==> src/rtl/ahb_cmd_arbiter.sv <==
// Two-requester round-robin arbiter for the AHB master command port.
// A grant is held for a whole burst, including the return of all of its read data.
module ahb_cmd_arbiter #(
    parameter int ADDR_WIDTH = 32,
    parameter int INCR_BEATS = 16
) (
    input  logic                  hclk,
    input  logic                  hresetn,
    input  logic                  m0_vld_i,
    output logic                  m0_rdy_o,
    input  logic                  m0_wr_en_i,
    input  logic                  m0_rd_en_i,
    input  logic [2:0]            m0_size_i,
    input  logic [ADDR_WIDTH-1:0] m0_addr_i,
    input  logic [31:0]           m0_wdata_i,
    input  logic [2:0]            m0_burst_i,
    output logic                  m0_dout_vld_o,
    output logic [31:0]           m0_rdata_o,
    input  logic                  m0_dout_rdy_i,
    input  logic                  m1_vld_i,
    output logic                  m1_rdy_o,
    input  logic                  m1_wr_en_i,
    input  logic                  m1_rd_en_i,
    input  logic [2:0]            m1_size_i,
    input  logic [ADDR_WIDTH-1:0] m1_addr_i,
    input  logic [31:0]           m1_wdata_i,
    input  logic [2:0]            m1_burst_i,
    output logic                  m1_dout_vld_o,
    output logic [31:0]           m1_rdata_o,
    input  logic                  m1_dout_rdy_i,
    output logic                  din_vld_o,
    input  logic                  din_rdy_i,
    output logic                  wr_en_o,
    output logic                  rd_en_o,
    output logic [2:0]            data_size_o,
    output logic [ADDR_WIDTH-1:0] addr_o,
    output logic [31:0]           wdata_o,
    output logic [2:0]            burst_o,
    input  logic                  dout_vld_i,
    input  logic [31:0]           rdata_i,
    output logic                  dout_rdy_o,
    output logic [1:0]            grant_o
);

    typedef enum logic {IDLE, OWN} state_t;

    state_t      state_q, state_d;
    logic [1:0]  grant_q, grant_d;
    logic        last_owner_q, last_owner_d;
    logic        started_q, started_d;
    logic        rd_flag_q, rd_flag_d;
    logic [4:0]  beats_left_q, beats_left_d;
    logic [4:0]  rd_pending_q, rd_pending_d;

    logic                  own;
    logic                  owner_sel;
    logic                  beat_phase;
    logic                  own_vld;
    logic                  own_wr;
    logic                  own_rd;
    logic [2:0]            own_size;
    logic [ADDR_WIDTH-1:0] own_addr;
    logic [31:0]           own_wdata;
    logic [2:0]            own_burst;
    logic                  own_dout_rdy;
    logic                  accept;
    logic                  first_beat;
    logic                  rd_beat;
    logic                  ret;

    function automatic logic [4:0] burst_beats(input logic [2:0] burst);
        case (burst)
            3'd0:       burst_beats = 5'd1;
            3'd1:       burst_beats = 5'(INCR_BEATS);
            3'd2, 3'd3: burst_beats = 5'd4;
            3'd4, 3'd5: burst_beats = 5'd8;
            default:    burst_beats = 5'd16;
        endcase
    endfunction

    assign own       = (state_q == OWN);
    assign owner_sel = grant_q[1];
    // Once the last beat is taken the owner may already present its next
    // command; nothing more is accepted while outstanding reads drain.
    assign beat_phase = own && (!started_q || beats_left_q != 5'd0);

    assign own_vld      = owner_sel ? m1_vld_i      : m0_vld_i;
    assign own_wr       = owner_sel ? m1_wr_en_i    : m0_wr_en_i;
    assign own_rd       = owner_sel ? m1_rd_en_i    : m0_rd_en_i;
    assign own_size     = owner_sel ? m1_size_i     : m0_size_i;
    assign own_addr     = owner_sel ? m1_addr_i     : m0_addr_i;
    assign own_wdata    = owner_sel ? m1_wdata_i    : m0_wdata_i;
    assign own_burst    = owner_sel ? m1_burst_i    : m0_burst_i;
    assign own_dout_rdy = owner_sel ? m1_dout_rdy_i : m0_dout_rdy_i;

    assign din_vld_o  = beat_phase & own_vld;
    assign accept     = din_vld_o & din_rdy_i;
    assign m0_rdy_o   = beat_phase & ~owner_sel & din_rdy_i;
    assign m1_rdy_o   = beat_phase &  owner_sel & din_rdy_i;
    assign first_beat = din_vld_o & ~started_q;

    assign wr_en_o     = first_beat & own_wr;
    assign rd_en_o     = first_beat & own_rd;
    assign data_size_o = own ? own_size  : 3'd0;
    assign addr_o      = own ? own_addr  : '0;
    assign wdata_o     = own ? own_wdata : 32'd0;
    assign burst_o     = own ? own_burst : 3'd0;

    // Stray read data while idle is acknowledged and discarded so the master never stalls.
    assign dout_rdy_o    = own ? own_dout_rdy : dout_vld_i;
    assign m0_dout_vld_o = own & ~owner_sel & dout_vld_i;
    assign m1_dout_vld_o = own &  owner_sel & dout_vld_i;
    assign m0_rdata_o    = (own & ~owner_sel) ? rdata_i : 32'd0;
    assign m1_rdata_o    = (own &  owner_sel) ? rdata_i : 32'd0;
    assign grant_o       = grant_q;

    assign rd_beat = accept & (started_q ? rd_flag_q : own_rd);
    assign ret     = own & dout_vld_i & dout_rdy_o & (rd_pending_q != 5'd0);

    always_comb begin
        rd_pending_d = rd_pending_q;
        case ({rd_beat, ret})
            2'b10:   rd_pending_d = rd_pending_q + 5'd1;
            2'b01:   rd_pending_d = rd_pending_q - 5'd1;
            default: rd_pending_d = rd_pending_q;
        endcase
    end

    always_comb begin
        state_d      = state_q;
        grant_d      = grant_q;
        last_owner_d = last_owner_q;
        started_d    = started_q;
        rd_flag_d    = rd_flag_q;
        beats_left_d = beats_left_q;
        case (state_q)
            IDLE: begin
                if (m0_vld_i || m1_vld_i) begin
                    state_d = OWN;
                    if (m0_vld_i && m1_vld_i)
                        grant_d = last_owner_q ? 2'b01 : 2'b10;
                    else
                        grant_d = m0_vld_i ? 2'b01 : 2'b10;
                end
            end
            default: begin
                if (accept) begin
                    started_d = 1'b1;
                    if (!started_q) begin
                        beats_left_d = burst_beats(own_burst) - 5'd1;
                        rd_flag_d    = own_rd;
                    end else begin
                        beats_left_d = beats_left_q - 5'd1;
                    end
                end
                if (started_q && beats_left_q == 5'd0 && rd_pending_q == 5'd0) begin
                    state_d      = IDLE;
                    grant_d      = 2'b00;
                    last_owner_d = owner_sel;
                    started_d    = 1'b0;
                    rd_flag_d    = 1'b0;
                end
            end
        endcase
    end

    always_ff @(posedge hclk or negedge hresetn) begin
        if (!hresetn) begin
            state_q      <= IDLE;
            grant_q      <= 2'b00;
            last_owner_q <= 1'b1;
            started_q    <= 1'b0;
            rd_flag_q    <= 1'b0;
            beats_left_q <= 5'd0;
            rd_pending_q <= 5'd0;
        end else begin
            state_q      <= state_d;
            grant_q      <= grant_d;
            last_owner_q <= last_owner_d;
            started_q    <= started_d;
            rd_flag_q    <= rd_flag_d;
            beats_left_q <= beats_left_d;
            rd_pending_q <= rd_pending_d;
        end
    end

endmodule

==> config.mk <==
export PLATFORM = sky130hd
export DESIGN_NAME = ahb_cmd_arbiter
export DESIGN_NICKNAME = d
export VERILOG_FILES = /design/src/rtl/ahb_cmd_arbiter.sv
export SDC_FILE = /design/constraint.sdc
export NUM_CORES = 1
export LEC_CHECK = 0
export ABC_AREA = 1
export CORE_AREA = 3 3 126 128
export CTS_CLUSTER_DIAMETER = 50
export DETAILED_ROUTE_END_ITERATION = 10
export DIE_AREA = 0 0 129 131
export PLACE_DENSITY = 0.52
export SKIP_LAST_GASP = 1
export SLEW_MARGIN = 0
export SYNTH_ARGS = -nofsm -noshare
export SYNTH_HDL_FRONTEND = slang
export SYNTH_SLANG_ARGS = --single-unit
==> constraint.sdc <==
create_clock -name hclk -period 3.44 [get_ports hclk]
set_input_delay 0.516 -clock hclk [delete_from_list [all_inputs] [get_ports hclk]]
set_output_delay 0.516 -clock hclk [all_outputs]
set_load 0.01 [all_outputs]
==> metrics.md, run 1 <==
| Metric | Value |
|---|---|
| Via Count | 3731 |
| Hold crit path type | flip-flop to flip-flop |
| Worst relative slew slack | 31.06% |
| Reg2Reg Launch Point | grant_o[1]$_DFFE_PN0P_ |
| Deepest clock path buffer count | 2 |
| Critical Path RT | 2.92 ns |
| Pwr/cell area | 825.5 nW/µm² |
| Layout Nets | 877 |
| Post-Route Skew | 0.001711 ns |
| Area Overhead vs Synth | 152.2% |
| Congestion Overflow GR | 0 |
| PortBufs | 327 |
| Predominant post-synthesis flop cell | dfrtp_1 |
| Period utilisation layout | 89.40% |
| Max Freq | 325.2 MHz |
| Top cell type's share of synthesized area | 25.37% |
| Gr usage total | 17.11% |
| Post-CTS setup buffers | 0 |
| Routability-driven placement congestion ratio | 0.8692 |
| Post-synth EDFFs | 0 |
| Clock latency on the worst-skew pair | 0.25 ns |
| Dpl hpwl | 14.27 mm |
| Leakage | 0.002648 µW |
| FILL cells | 1517 |
| Syn_nets | 564 |
| Sink Count | 16 |
| Post-DR wirelength/cell | 19.13 µm |
| Post-Syn Area | 2313 µm² |
| First-pass GRT wire length | 21.72 mm |
| Most common cell in the netlist | nor2_1 |
| Vias/cell | 4.254 |
| CP delay by family, top | buffers and inverters |
| Sequential element share of the synthesized area | 17.36% |
| CP peak stage delay | 0.77 ns |
| Initial Util | 15.45% |
| Hold EP | last_owner_q$_DFFE_PN1P_ |
| Reg area | 401.6 µm² |
| Crit path capture type | output port |
| Layout cells sized above 1 | 3.634% |
| Util after Layout | 38.96% |
| CTS root buffer | clkbuf_16 |
| Num ports | 328 |
| Post-Syn Instances | 376 |
| WS Path Type | flip-flop to output port |
| Crit path cell chain | nor2_4 > inv_1 > nor2_1 > clkdlybuf4s50_1 |
| DR pass1 iterations | 4 |
| Post-synthesis async set-or-reset flop share | 100.0% |
| Crit path arrival time | 2.56 ns |
| Fin crit period | 3.075 ns |
| Worst-margin pin slew | 1.033 ns |
| Core area | 14980 µm² |
| DRC Markers | 0 |
| Synth cell count leaders | nor2_1 (89), a22o_1 (67), inv_1 (62) |
| Startpoint types | flip-flop |
| Number of core rows | 45 |
| RSZ-0062 raised after global routing | false |
| Biggest area consumer among synthesized cells | a22o_1 |
| Die area | 16900 µm² |
| Worst path bufs/invs | 2 |
| Vias in the first global route | 3368 |
| VDD IR max | 398.3 µV |
| Crit-path slowest cell | inv_1 |
| ANT nets after route | 0 |
| Number of synthesized register bits | 16 |
| Final Max Tran Viols | 0 |
| Hold Path Origin | last_owner_q$_DFFE_PN1P_ |
| DIE WIDTH | 129 µm |
| Die height | 131 µm |
| Post-CTS sizing | 0 |
| Flop2flop setup slack | 0.51 ns |
| CTS H-tree depth | 1 |
| Final hold vios | 0 |
| Syn avg cell area | 6.153 µm² |
| CTS tree | yes |
| Largest net degree at the start of global routing | 69 |
| Cts hold-fix bufs | 0 |
| R2R Path End | rd_pending_q[4]$_DFFE_PN0P_ |
| Status | complete, no violations |
| Total Neg Setup Slack | 0 ns |
| Drt first-iter violations | 153 |
| Initial antenna violation count | 3 |
| Worst-path fanout max | 33 |
| Max Cap Viol | 0 |
| Multi-input logic area | 1536 µm² |
| Clock Pin Slew Worst Setup and Hold Paths | 0.05 ns |
| Hold depth | 2 |
| Total of warnings raised by yosys | 0 |
| Total Power | 4817 µW |
| Number of CTS-inserted buffers | 3 |
| Synth cell types | 33 |
| Routed wire length | 16.78 mm |
| Reg2Reg Depth | 17 |
| Setup Viol. Count Final | 0 |
| Top cells by area, synth | a22o_1 (25%), dfrtp_1 (16%), nor2_1 (14%), inv_1 (10%), nand2_1 (9.6%) |
metrics by stage:
step                      worst slack (ns)  std cells  area, µm²  hold slack [ns]
after floorplan                     0.9565        376       2313           0.2204
after global placement              0.4771        872       5744           0.4705
after detailed placement            0.3217        872       5744           0.4768
after CTS                           0.3535        876       5833           0.4836
after global routing                0.2008        877       5836           0.5176
final                               0.3647        877       5836           0.4798
worst reg2reg max path: cells and delay by family, from the launching register on:
kind            cells  cell delay (ns)
buf+inv             1             0.06
compound gates      3             0.31
fa+ha+maj           2             0.49
simple gates       11             1.21
flops               1             0.74
flip-flops by register name (all words and copies together) (netlist names):
register / count
rd_pending_q: 5
beats_left_q: 5
own: 1
grant_o: 2
rd_flag_q: 1
last_owner_q: 1
started_q: 1
cells in the final DEF (no fill, tap or decap), drive strengths merged:
master,instances
clkdlybuf4s50,326
nor2,93
a22o,67
inv,66
nand2,61
o21ai,19
dfrtp,15
nand3,13
buf,6
ha,4
clkbuf,4
xor2,3
nor3,2
xnor2,2
a21oi,2
diode,1
a221oi,1
nand4,1
mux2i,1
o21a,1
dfstp,1
layer usage:
metal / vias to the layer above / part of all wire (%) / global-route usage (%)
li1: 1853 / - / -
met1: 1692 / 39 / 21.07
met2: 172 / 49 / 28.90
met3: 10 / 11 / 7.236
met4: 4 / 0.69 / 1.853
met5: - / 0.24 / 0
final cells by class:
type                    instances  share of cell area (%)
repair buffers                332                   56.90
multi-input cells             270                   26.33
flip-flops and latches         16                   6.882
inverters                      66                   4.288
well taps                     188                   4.031
clock buffers                   4                   1.522
diodes                          1                 0.04288
where the power goes:
part           switching [µW]  internal, µW  leakage, µW  total [µW]
Clock                    75.0           177    0.0000442         252
Sequential                124           284     0.000191         408
Combinational            2030          2130      0.00241        4160
Total                    2230          2590      0.00265        4820
cell families (layout without fill, tap and decap cells):
logic type               count (synthesis)  after routing  synth area share, %
XOR/XNOR                                 5              5                1.893
adder cells (fa/ha/maj)                  4              4                2.163
flip-flops                              16             16                17.36
AND/OR/NAND/NOR                        170            170                30.99
other                                    0              1                    0
multiplexers                             1              1               0.4327
buffers and inverters                   90            402                16.22
AO/OA/AOI/OAI                           90             90                30.94
worst max-delay path by stage:
stage                                       from                     endpoint  cells after the start
after global placement                  m0_vld_i  rd_pending_q[4]$_DFFE_PN0P_                     18
after floorplan                    own$_DFF_PN0_  rd_pending_q[4]$_DFFE_PN0P_                     19
after detailed placement                m0_vld_i  rd_pending_q[4]$_DFFE_PN0P_                     18
after CTS                 grant_o[1]$_DFFE_PN0P_                m0_rdata_o[9]                      4
final                     grant_o[1]$_DFFE_PN0P_                m0_rdata_o[9]                      4
after global routing      grant_o[1]$_DFFE_PN0P_                m0_rdata_o[9]                      4
(Power assumes the default switching activity.)
==> inputs of run 2 (changes only) <==
SLEW_MARGIN = 20   (was 0)
==> results of run 2 <==
No change in the layout: final DEF, timing and power equal those of run 1.
==> inputs of run 3 (changes only) <==
CORE_AREA = 8 8 121 123   (was 3 3 126 128)
MAX_ROUTING_LAYER = met4   (was not set)
PLACE_DENSITY = 0.6   (was 0.52)
==> run 3 against run 2 <==
Fmax increased by 2.4%. Power increased by 2.5%. Routed wire length increased by 14%. Setup slack better by 0.072 ns. Register-to-register slack gained 0.09 ns. Final cell count is 0.57% lower. First-iteration DRC count increased by 5.9%. Clock-buffer cell count is the same. Global-route usage is 4.3 points higher. Critical path type unchanged. Highest routed layer is now met4.
==> metrics.md, run 3 (synthesis gave the netlist of run 1 again) <==
| Metric | Value |
|---|---|
| Routability-driven placement congestion ratio | 0.9312 (+7.1%) |
| Die height | 131 µm (unchanged) |
| CTS tree | yes |
| Dpl hpwl | 16.61 mm (+16%) |
| Area Overhead vs Synth | 152.0% (about the same) |
| Sink Count | 16 (unchanged) |
| PortBufs | 327 (unchanged) |
| Via Count | 3772 (+1.1%) |
| Worst-margin pin slew | 0.7459 ns (-0.2871 ns) |
| Number of CTS-inserted buffers | 3 (unchanged) |
| Total Neg Setup Slack | 0 ns (unchanged) |
| Finished Cell Area | 5831 µm² (about the same) |
| Core area | 12870 µm² (-14%) |
| Gr usage total | 21.37% (+4.3 points) |
| Initial antenna violation count | 7 (+4) |
| Placed cells | 861 (-1.3%) |
| First-pass GRT wire length | 25.78 mm (+19%) |
| Cell Area, Placed | 5724 µm² (-0.35%) |
| Status | complete, no violations |
| CTS H-tree depth | 1 (unchanged) |
| FILL cells | 1316 (-13%) |
| Initial Util | 17.97% (+2.5 points) |
| Clock Pin Slew Worst Setup and Hold Paths | 0.05 ns (about the same) |
| Clock power frac | 5.3% (about the same) |
| VDD IR max | 492.1 µV (+24%) |
| Final Max Tran Viols | 0 (unchanged) |
| Flop2flop setup slack | 0.60 ns (+0.09 ns) |
| Max Freq | 333.0 MHz (+2.4%) |
| Congestion Overflow GR | 0 (unchanged) |
| Clock latency on the worst-skew pair | 0.25 ns (about the same) |
| Crit-path most repeated cell | buf_4 |
| Routed wire length | 19.16 mm (+14%) |
| Crit path arrival time | 2.49 ns (-0.07 ns) |
| DIE WIDTH | 129 µm (unchanged) |
| Share of total power in combinational logic | 86.7% (+0.4 points) |
| Reg area | 401.6 µm² (unchanged) |
| Switching power total | 2350 µW (+5.6%) |
| Met2 global-route usage | 32.45% (+3.5 points) |
| Hold crit path type | flip-flop to flip-flop |
| Crit path cell chain | buf_4 > nor2_4 > buf_4 > a22o_1 > clkdlybuf4s50_1 |
| CP peak stage delay | 0.65 ns (-0.12 ns) |
| Hold EP | last_owner_q$_DFFE_PN1P_ |
| R2R Path End | rd_pending_q[4]$_DFFE_PN0P_ |
| Max Cap Viol | 0 (unchanged) |
| CTS root buffer | clkbuf_16 |
| Leakage | 0.002659 µW (+0.41%) |
| Post-CTS sizing | 0 (unchanged) |
| Commonest non-fill, non-tap cells in the layout | clkdlybuf4s50_1 (321), nor2_1 (89), a22o_1 (67) |
| Pwr/cell area | 846.7 nW/µm² (+2.6%) |
| Final WS setup | 0.4372 ns (+0.07249 ns) |
| Layout cells sized above 1 | 4.499% (+0.87 points) |
| Cts hold-fix bufs | 0 (unchanged) |
| DR pass1 iterations | 5 (+1) |
| Hold Path Origin | last_owner_q$_DFFE_PN1P_ |
| Post-DR wirelength/cell | 21.98 µm (+15%) |
| Multi-input logic area | 1536 µm² (unchanged) |
| Met3 Use GR | 14.81% (+7.6 points) |
| Switching Fraction | 47.60% (+1.4 points) |
| Drt first-iter violations | 162 (+5.9%) |
| Die area | 16900 µm² (unchanged) |
| Final cell count without fillers | 872 (-0.57%) |
| Deepest clock path buffer count | 2 (unchanged) |
| Met1 Usage GRT | 22.98% (+1.9 points) |
| Vias in the first global route | 3830 (+14%) |
| Fin crit period | 3.003 ns (-0.07249 ns) |
| DRC Markers | 0 (unchanged) |
| Number of core rows | 42 (-6.7%) |
| Top Usage Layer GRT | met2 |
| Largest net degree at the start of global routing | 69 (unchanged) |
| Crit-path slowest cell | clkdlybuf4s50_1 |
| Worst-path fanout max | 44 (+33%) |
| Final hold vios | 0 (unchanged) |
| Most common cell after layout, fill and taps aside | clkdlybuf4s50_1 |
| Period utilisation layout | 87.29% (-2.1 points) |
| Reg2Reg Depth | 18 (+1) |
| Critical Path RT | 2.92 ns (about the same) |
| CP delay by family, top | buffers and inverters |
| Post-Place Worst Slack | 0.3719 ns (+0.05018 ns) |
| Worst relative slew slack | 50.12% (+19 points) |
| Pint | 2587 µW (-0.17%) |
| Startpoint types | flip-flop |
| Vias/cell | 4.326 (+1.7%) |
| Reg2Reg Launch Point | grant_o[1]$_DFFE_PN0P_ |
| ANT nets after route | 0 (unchanged) |
| Worst path bufs/invs | 3 (+1) |
| Crit path capture type | output port |
| Hold depth | 2 (unchanged) |
| Setup Viol. Count Final | 0 (unchanged) |
| RSZ-0062 raised after global routing | false |
| Layout Nets | 878 (+0.11%) |
| Seq pwr share | 8.1% (-0.4 points) |
| Num ports | 328 (unchanged) |
| Post-Route Skew | 0.002896 ns (+0.001185 ns) |
| WS Path Type | flip-flop to output port |
| Post-CTS setup buffers | 0 (unchanged) |
-- run 3: power by group through the flow --
stage,combinational (µW),clock [µW],sequential (µW)
2_1_floorplan,2050,0,349
3_3_place_gp,4290,0,390
6_report,4280,260,398
4_1_cts,4330,258,395
3_5_place_dp,4290,0,396
5_1_grt,4640,265,412
-- run 3: through the flow --
stage | hold WS [ns] | power (µW) | util (%)
floorplan | 0.2204 | 2397 | -
global placement | 0.4715 | 4677 | 44.46
detailed placement | 0.4894 | 4690 | 44.46
CTS | 0.4979 | 4979 | 45.15
global route | 0.4999 | 5314 | 45.29
finish | 0.4868 | 4937 | 45.29
-- run 3: layout make-up --
type	count	area share (%)
repair buffers	333	56.87
clock buffers	4	1.524
flip-flops and latches	16	6.888
multi-input cells	270	26.35
diodes	7	0.3004
inverters	66	4.292
well taps	176	3.777
-- run 3: worst max-delay path by stage --
stage	from	slack, ns	endpoint	depth (start not counted)
2_1_floorplan	own$_DFF_PN0_	0.96	rd_pending_q[4]$_DFFE_PN0P_	19
6_report	grant_o[1]$_DFFE_PN0P_	0.44	wdata_o[7]	5
3_5_place_dp	m1_vld_i	0.37	rd_pending_q[4]$_DFFE_PN0P_	18
5_1_grt	grant_o[1]$_DFFE_PN0P_	0.28	rd_pending_q[4]$_DFFE_PN0P_	17
4_1_cts	grant_o[1]$_DFFE_PN0P_	0.40	wdata_o[8]	5
3_3_place_gp	m1_vld_i	0.50	rd_pending_q[4]$_DFFE_PN0P_	18
-- run 3: routing by layer --
layer	share of wire [%]	up-vias
li1	-	1863
met1	37	1712
met2	45	176
met3	16	21
met4	1.3	0
met5	0	-
-- run 3: tightest hold or removal path: stages (launching register included) --
cell and delay [ns]:
dfstp_2 0.37, nand2_1 0.05, o21ai_1 0.06
